$ cat src/rtl/serial_complement_pkg.sv
// Shared types and op codes for the bit-serial two's-complement controller.
package serial_complement_pkg;

  typedef enum logic [1:0] {
    IDLE  = 2'd0,
    SHIFT = 2'd1,
    DONE  = 2'd2
  } sc_state_t;

  localparam logic OP_NEG = 1'b0;
  localparam logic OP_ABS = 1'b1;

endpackage

$ cat src/rtl/serial_complement_half_adder.sv
// Single half-adder cell: the only arithmetic element of the serial complement engine.
module serial_complement_half_adder (
  input  logic a,
  input  logic carry_in,
  output logic carry_out,
  output logic out
);

  assign out       = a ^ carry_in;
  assign carry_out = a & carry_in;

endmodule

$ cat src/rtl/serial_complement_ctrl.sv
// Two-requester round-robin front end around one bit-serial two's-complement engine.
// Results leave on a valid/ready channel tagged with the owning requester.
module serial_complement_ctrl
  import serial_complement_pkg::*;
#(
  parameter int WIDTH = 8
) (
  input  logic             clk,
  input  logic             rst,
  input  logic             req0_valid,
  output logic             req0_ready,
  input  logic [WIDTH-1:0] req0_data,
  input  logic             req0_op,
  input  logic             req1_valid,
  output logic             req1_ready,
  input  logic [WIDTH-1:0] req1_data,
  input  logic             req1_op,
  output logic             res_valid,
  input  logic             res_ready,
  output logic [WIDTH-1:0] res_data,
  output logic             res_tag,
  output logic             res_ovf
);

  localparam int CNT_W = $clog2(WIDTH + 1);
  localparam logic [WIDTH-1:0] MIN_NEG = {1'b1, {(WIDTH-1){1'b0}}};

  sc_state_t        r_state;
  sc_state_t        w_next_state;
  logic             r_ptr;
  logic             w_grant1;
  logic             w_accept;
  logic             w_sel_op;
  logic [WIDTH-1:0] w_sel_data;
  logic             w_inv;
  logic             w_last;
  logic [WIDTH-1:0] r_shift;
  logic [WIDTH-1:0] r_res;
  logic             r_inv;
  logic             r_carry;
  logic             r_tag;
  logic             r_ovf;
  logic             r_valid;
  logic [CNT_W-1:0] r_cnt;
  logic             w_a;
  logic             w_sum;
  logic             w_carry_out;

  // r_ptr names the requester favoured when both are valid
  always_comb begin
    w_grant1 = 1'b0;
    if (req0_valid && req1_valid) begin
      w_grant1 = r_ptr;
    end else if (req1_valid) begin
      w_grant1 = 1'b1;
    end else begin
      w_grant1 = 1'b0;
    end
  end

  assign w_sel_data = w_grant1 ? req1_data : req0_data;
  assign w_sel_op   = w_grant1 ? req1_op : req0_op;
  assign w_inv      = (w_sel_op == OP_NEG) | w_sel_data[WIDTH-1];
  assign w_accept   = req0_ready | req1_ready;
  assign w_last     = (r_cnt == CNT_W'(WIDTH - 1));
  assign w_a        = r_shift[0] ^ r_inv;

  serial_complement_half_adder u_ha (
    .a         (w_a),
    .carry_in  (r_carry),
    .carry_out (w_carry_out),
    .out       (w_sum)
  );

  always_ff @(posedge clk or posedge rst) begin
    if (rst) begin
      r_state <= IDLE;
    end else begin
      r_state <= w_next_state;
    end
  end

  always_comb begin
    w_next_state = r_state;
    case (r_state)
      IDLE: begin
        if (w_accept) begin
          w_next_state = SHIFT;
        end else begin
          w_next_state = IDLE;
        end
      end
      SHIFT: begin
        if (w_last) begin
          w_next_state = DONE;
        end else begin
          w_next_state = SHIFT;
        end
      end
      DONE: begin
        if (res_ready) begin
          w_next_state = IDLE;
        end else begin
          w_next_state = DONE;
        end
      end
      default: w_next_state = IDLE;
    endcase
  end

  always_comb begin
    req0_ready = 1'b0;
    req1_ready = 1'b0;
    case (r_state)
      IDLE: begin
        req0_ready = req0_valid & ~w_grant1;
        req1_ready = req1_valid & w_grant1;
      end
      default: begin
        req0_ready = 1'b0;
        req1_ready = 1'b0;
      end
    endcase
  end

  always_ff @(posedge clk or posedge rst) begin
    if (rst) begin
      r_ptr <= 1'b0;
    end else if (w_accept) begin
      r_ptr <= ~w_grant1;
    end
  end

  // Carry is preloaded with inv so the first bit receives the +1 of the complement
  always_ff @(posedge clk or posedge rst) begin
    if (rst) begin
      r_shift <= '0;
      r_res   <= '0;
      r_inv   <= 1'b0;
      r_carry <= 1'b0;
      r_tag   <= 1'b0;
      r_ovf   <= 1'b0;
      r_valid <= 1'b0;
      r_cnt   <= '0;
    end else begin
      case (r_state)
        IDLE: begin
          if (w_accept) begin
            r_shift <= w_sel_data;
            r_tag   <= w_grant1;
            r_inv   <= w_inv;
            r_carry <= w_inv;
            r_ovf   <= w_inv & (w_sel_data == MIN_NEG);
            r_cnt   <= '0;
          end
        end
        SHIFT: begin
          r_shift <= r_shift >> 1;
          r_res   <= {w_sum, r_res[WIDTH-1:1]};
          r_carry <= w_carry_out;
          r_cnt   <= r_cnt + CNT_W'(1);
          if (w_last) begin
            r_valid <= 1'b1;
          end
        end
        DONE: begin
          if (res_ready) begin
            r_valid <= 1'b0;
          end
        end
        default: r_valid <= 1'b0;
      endcase
    end
  end

  assign res_valid = r_valid;
  assign res_data  = r_res;
  assign res_tag   = r_tag;
  assign res_ovf   = r_ovf;

endmodule

$ cat config.mk
export PLATFORM = sky130hd
export DESIGN_NAME = serial_complement_ctrl
export DESIGN_NICKNAME = d
export VERILOG_FILES = /design/src/rtl/serial_complement_pkg.sv /design/src/rtl/serial_complement_half_adder.sv /design/src/rtl/serial_complement_ctrl.sv
export SDC_FILE = /design/constraint.sdc
export NUM_CORES = 1
export LEC_CHECK = 0
export CAP_MARGIN = 20
export CORE_AREA = 4 4 67 69
export DETAILED_ROUTE_END_ITERATION = 7
export DIE_AREA = 0 0 71 73
export HOLD_SLACK_MARGIN = 0.08
export PLACE_DENSITY_LB_ADDON = 0.2
export SLEW_MARGIN = 20
export SYNTH_ARGS = -nofsm -noshare
export SYNTH_HDL_FRONTEND = slang
export SYNTH_SLANG_ARGS = --single-unit
$ cat constraint.sdc
create_clock -name clk -period 4.05 [get_ports clk]
set_clock_uncertainty 0.1 [all_clocks]
set_input_delay 0.81 -clock clk [delete_from_list [all_inputs] [get_ports clk]]
set_output_delay 0.81 -clock clk [all_outputs]
set_load 0.02 [all_outputs]
==> results of run 1 <==
==> flip-flops by register name, indices dropped and copies added, names as in the netlist <==
register / count
r_cnt: 4
res_valid: 1
r_shift: 8
res_data: 8
r_inv: 1
r_state: 2
res_ovf: 1
r_carry: 1
r_ptr: 1
res_tag: 1
==> Yosys cell counts <==
cell	number
a211oi_1	7
a211oi_2	1
a21o_1	2
a21oi_1	6
a31oi_1	2
and2_1	1
and3_1	7
buf_2	5
clkbuf_1	3
dfrtp_1	28
ha_1	2
inv_1	3
mux2i_1	1
nand2_1	40
nand2b_1	2
nand3_1	2
nand3b_1	1
nand4_1	1
nand4b_1	2
nor2_1	6
nor2_2	1
nor2b_1	1
nor4_1	1
nor4b_1	1
o21a_1	1
o21ai_0	3
o21ai_1	15
o21ai_2	2
o311ai_1	1
or4_1	1
or4b_4	1
xor2_1	3
==> metrics by stage <==
step | instances | instance area [µm²] | setup slack, ps | power [W] | hold slack (ps)
after global routing | 236 | 1830 | 297 | 0.00127 | 415
after global placement | 232 | 1770 | 529 | 0.00100 | 356
after floorplan | 153 | 1380 | 1620 | 0.000824 | 350
after CTS | 236 | 1830 | 453 | 0.00120 | 392
final | 236 | 1830 | 455 | 0.00118 | 386
after detailed placement | 232 | 1770 | 451 | 0.00103 | 370
==> area by class of cell <==
| cell class | count | area [µm²] | area share, % |
|---|---|---|---|
| sequential | 28 | 701 | 38.3 |
| clock buffer | 4 | 55.1 | 3.01 |
| tap | 50 | 62.6 | 3.42 |
| inverter | 3 | 11.3 | 0.616 |
| multi-input combinational | 114 | 633 | 34.6 |
| timing repair buffer | 37 | 365 | 20.0 |
==> worst max-delay path: stages <==
cell and delay [ps]:
clkdlybuf4s50_1 490, nand2b_1 300, nand2_1 250, nor2_1 200, clkdlybuf4s50_1 630
==> where the power goes <==
part | internal, W | switching, W
sequential | 0.000394 | 0.0000822
clock | 0.0000869 | 0.0000814
combinational | 0.000234 | 0.000303
==> per-layer routing <==
layer  routed length [µm]  share of wire, %
met1                 1440                47
met2                 1430                47
met3                  136               4.4
met4                   58               1.9
met5                    0                 0
==> worst paths after layout <==
check	startpoint	to	slack, ps
worst max register to register	r_state[1]	r_carry	2310
worst max-delay path	req0_valid	req1_ready	460
worst min-delay path	res_data[0]	res_data[0]	390
min in group asynchronous	rst	r_state[0]	810
max in group asynchronous	rst	r_shift[5]	2660
worst min register to register	res_data[0]	res_data[0]	390
==> cells by family after synthesis <==
kind of cell	after synthesis	synth area share (%)
DFF	28	50.7
and+or+nand+nor	68	23.6
muxes	1	0.725
buffers and inverters	11	3.44
AOI/OAI and AO/OA	40	17.8
adders and majority gates	2	1.81
xor gates and xnor gates	3	1.90
==> metrics.txt, run 1 <==
PortBufs 35; root buffer cell clkbuf_8; routing usage on met2 20.8%; CP Max Fanout 11; Ports 36; # fillers 378; worst rel slew slack 52.9%; Post-CTS Setup Inserts 0; P per Cell Area 646 nW/µm²; status completed; sequential-to-total area share from yosys stat 50.7%; GR Util met3 2.07%; period utilization 88.8%; top-area cell type share of the netlist area 50.7%; # DRC 0; hold path cells 2; #FFs+latches synth 28; num rows 23; RSZ-0062 raised after global routing false; Post-Syn Nets 178; Leakage 0.813 nW; syn_area_per_cell 9.03 µm²; Crit Path Class primary input to output port; Congestion Overflow GR 0; chip height 73 µm; number of global-route vias before repair 1,158; Die Width 71 µm; Syn Inst Count 153; clock sinks 28; clock latency on the worst-skew pair 270 ps; hpwl dp 2350 µm; CTS tree done; final slew viol count 0; H-tree level count 1; Vias/cell 4.94; number of antenna violations at the first check in global routing 0; f_max 0.278 GHz; global-route wire length before repair 5100 µm; final net count 212; Layout area overhead 32.3%; maximum vdd drop 0.186 mV; Routed Antenna Nets 0; reg2reg path depth 4; area of the mapped netlist 1380 µm²; count of cell types in the netlist 32; Worst Max-Slew Pin Slew 707 ps; Setup crit start kind primary input; Initial Util 35.3%; Critical Path RT 3140 ps; gr usage total 12.2%; layout cells sized above 1 6.45%; Setup TNS Final 0 ps; post-cts hold buffer count 0; setup violators final 0; max-cap violation count 0; commonest non-fill, non-tap cell in the layout nand2_1; CTS max path bufs 2; post-layout util 46.7%; routed len/inst 13.0 µm; n_diodes 0; synth top area cells dfrtp_1, nand2_1, o21ai_1, a211oi_1, and3_1; Total Wirelength 3070 µm; Final min period 3590 ps; DIE AREA 5180 µm²; M1 GR Usage 15.0%; core box area 3910 µm²; Resize count post-CTS 0; Hold Crit Class register to register; Worst Path Arrival 2680 ps; most frequent cells in the layout nand2_1, clkdlybuf4s50_1, dfrtp_1; Inserted Clock Buffers 3; Clock transition at path regs 90 ps; warning count from the yosys run 0; Fin. Hold Viols 0; 1st-iter DRT viols 67; layer with the highest usage met2; Routability Congestion 0.834; Crit. End Element output port; DR pass1 iterations 4; largest net degree at the start of global routing 29; area leader, netlist dfrtp_1; total number of vias 1,166
Power figures use the tool's default switching activity.
==> inputs of run 2 (changes only) <==
--- a/config.mk
+++ b/config.mk
@@ -5,10 +5,11 @@
 export SDC_FILE = /design/constraint.sdc
 export NUM_CORES = 1
 export LEC_CHECK = 0
+export ABC_AREA = 1
 export CAP_MARGIN = 20
-export CORE_AREA = 4 4 67 69
+export CORE_AREA = 4 4 69 71
 export DETAILED_ROUTE_END_ITERATION = 7
-export DIE_AREA = 0 0 71 73
+export DIE_AREA = 0 0 73 75
 export HOLD_SLACK_MARGIN = 0.08
 export PLACE_DENSITY_LB_ADDON = 0.2
 export SLEW_MARGIN = 20
==> metrics.txt, run 2 <==
status completed; 1st-iter DRT viols 47; number of global-route vias before repair 1,220; Syn Inst Count 186; commonest non-fill, non-tap cell in the layout nand2_1; total number of vias 1,222; count of cell types in the netlist 22; core box area 4230 µm²; Setup TNS Final 0 ps; warning count from the yosys run 0; CP Max Fanout 9; CTS max path bufs 2; Congestion Overflow GR 0; global-route wire length before repair 5390 µm; post-layout util 44.9%; root buffer cell clkbuf_8; setup violators final 0; Setup crit start kind primary input; # fillers 436; top-area cell type share of the netlist area 47.9%; Leakage 0.965 nW; RSZ-0062 raised after global routing false; Hold WS 380 ps; clock latency on the worst-skew pair 270 ps; final worst slack 608 ps; Fin. Hold Viols 0; dpl ws 617 ps; Worst Max-Slew Pin Slew 568 ps; Crit Path Class primary input to output port; #FFs+latches synth 28; Hold Path Sink res_valid; Layout area overhead 30.1%; Resize count post-CTS 0; maximum vdd drop 0.393 mV; most frequent cells in the layout nand2_1, clkdlybuf4s50_1, dfrtp_1; Post-synth EDFFs 0; Clock transition at path regs 90 ps; area leader, netlist dfrtp_1; reg2reg path depth 7; final net count 247; Crit path largest cell delay 690 ps; Post-Syn Nets 211; P per Cell Area 677 nW/µm²; Vias/cell 4.48; Routed Antenna Nets 0; FFs w/ async S/R, synth 100%; Routability Congestion 0.765; syn_area_per_cell 7.86 µm²; Ports 36; Inserted Clock Buffers 3; worst rel slew slack 62.1%; gr usage total 12.1%; max-cap violation count 0; num rows 24; Worst Path Arrival 2530 ps; post-cts hold buffer count 0; hold path cells 1; # DRC 0; n_diodes 0; Hold Crit Class register to register; chip height 75 µm; final slew viol count 0; layout cells sized above 1 6.33%; critical path's most frequent cell clkdlybuf4s50_1; Final min period 3440 ps; most frequent cell after synthesis nand2_1; DR pass1 iterations 4; Main synth FF type dfrtp_1; number of antenna violations at the first check in global routing 0; R2R Path End r_shift[0]; CP top delay family buffers and inverters; area of the mapped netlist 1460 µm²; routed len/inst 11.5 µm; slowest CP cell clkdlybuf4s50_1; Crit. End Element output port; Initial Util 34.5%; Die Width 73 µm; hpwl dp 2270 µm; PortBufs 35; Total Wirelength 3130 µm; H-tree level count 1; clock sinks 28; commonest cells in the netlist nand2_1, dfrtp_1, inv_1; CP cell instances clkdlybuf4s50_1, a21boi_4, nand2_4, inv_1, clkdlybuf4s50_1; largest net degree at the start of global routing 29; total power 0.00129 W; period utilization 85.0%; Post-CTS Setup Inserts 0; r2r startpoint r_state[1]; f_max 0.291 GHz; reg2reg setup slack 2610 ps; synth top area cells dfrtp_1, nand2_1, inv_1, o21ai_0, o21ai_1; hold path start r_state[1]; Critical Path RT 3140 ps; DIE AREA 5480 µm²; CP bufs+invs 3; CTS tree done; sequential-to-total area share from yosys stat 47.9%
==> run 2: metrics by stage <==
stage                     std cells  instance area, µm²
final                           273                1900
after global routing            273                1900
after CTS                       273                1900
after detailed placement        269                1850
after global placement          269                1850
after floorplan                 186                1460
==> run 2: cell families after synthesis <==
logic type      Yosys count  synth area share [%]
buf+inv                  27                  8.39
xor+xnor                  3                  1.80
simple gates             99                  29.6
flops                    28                  47.9
compound gates           27                  10.5
fa+ha+maj                 2                  1.71
==> run 2: worst max-delay path by stage <==
stage,cells past startpoint,slack (ps),endpoint,startpoint
CTS,5,610,req1_ready,req1_valid
detailed placement,5,620,req1_ready,req1_valid
floorplan,4,1780,req1_ready,req1_valid
global route,5,520,req1_ready,req1_valid
finish,5,610,req1_ready,req1_valid
global placement,5,640,req1_ready,req1_valid
==> run 2: area by class of cell <==
class | instances | area [µm²] | share of cell area [%]
inverter | 22 | 85.1 | 4.47
clock buffer | 4 | 55.1 | 2.89
timing repair buffer | 36 | 358 | 18.8
sequential | 28 | 701 | 36.8
tap | 52 | 65.1 | 3.42
multi-input combinational | 131 | 638 | 33.6
==> run 2: where the power goes <==
group | leakage (nW) | internal, W | switching, W
logic | 0.591 | 0.000257 | 0.000375
registers | 0.345 | 0.000410 | 0.0000764
clock network | 0.0288 | 0.0000869 | 0.0000829
==> run 2: metal layers <==
layer,routed length (µm),track usage [%],up-vias,part of all wire [%]
li1,-,-,647,-
met1,1600,17.1,545,51
met2,1310,18.9,28,42
met3,205,2.27,2,6.6
met4,11,3.89,0,0.35
met5,0,0,-,0
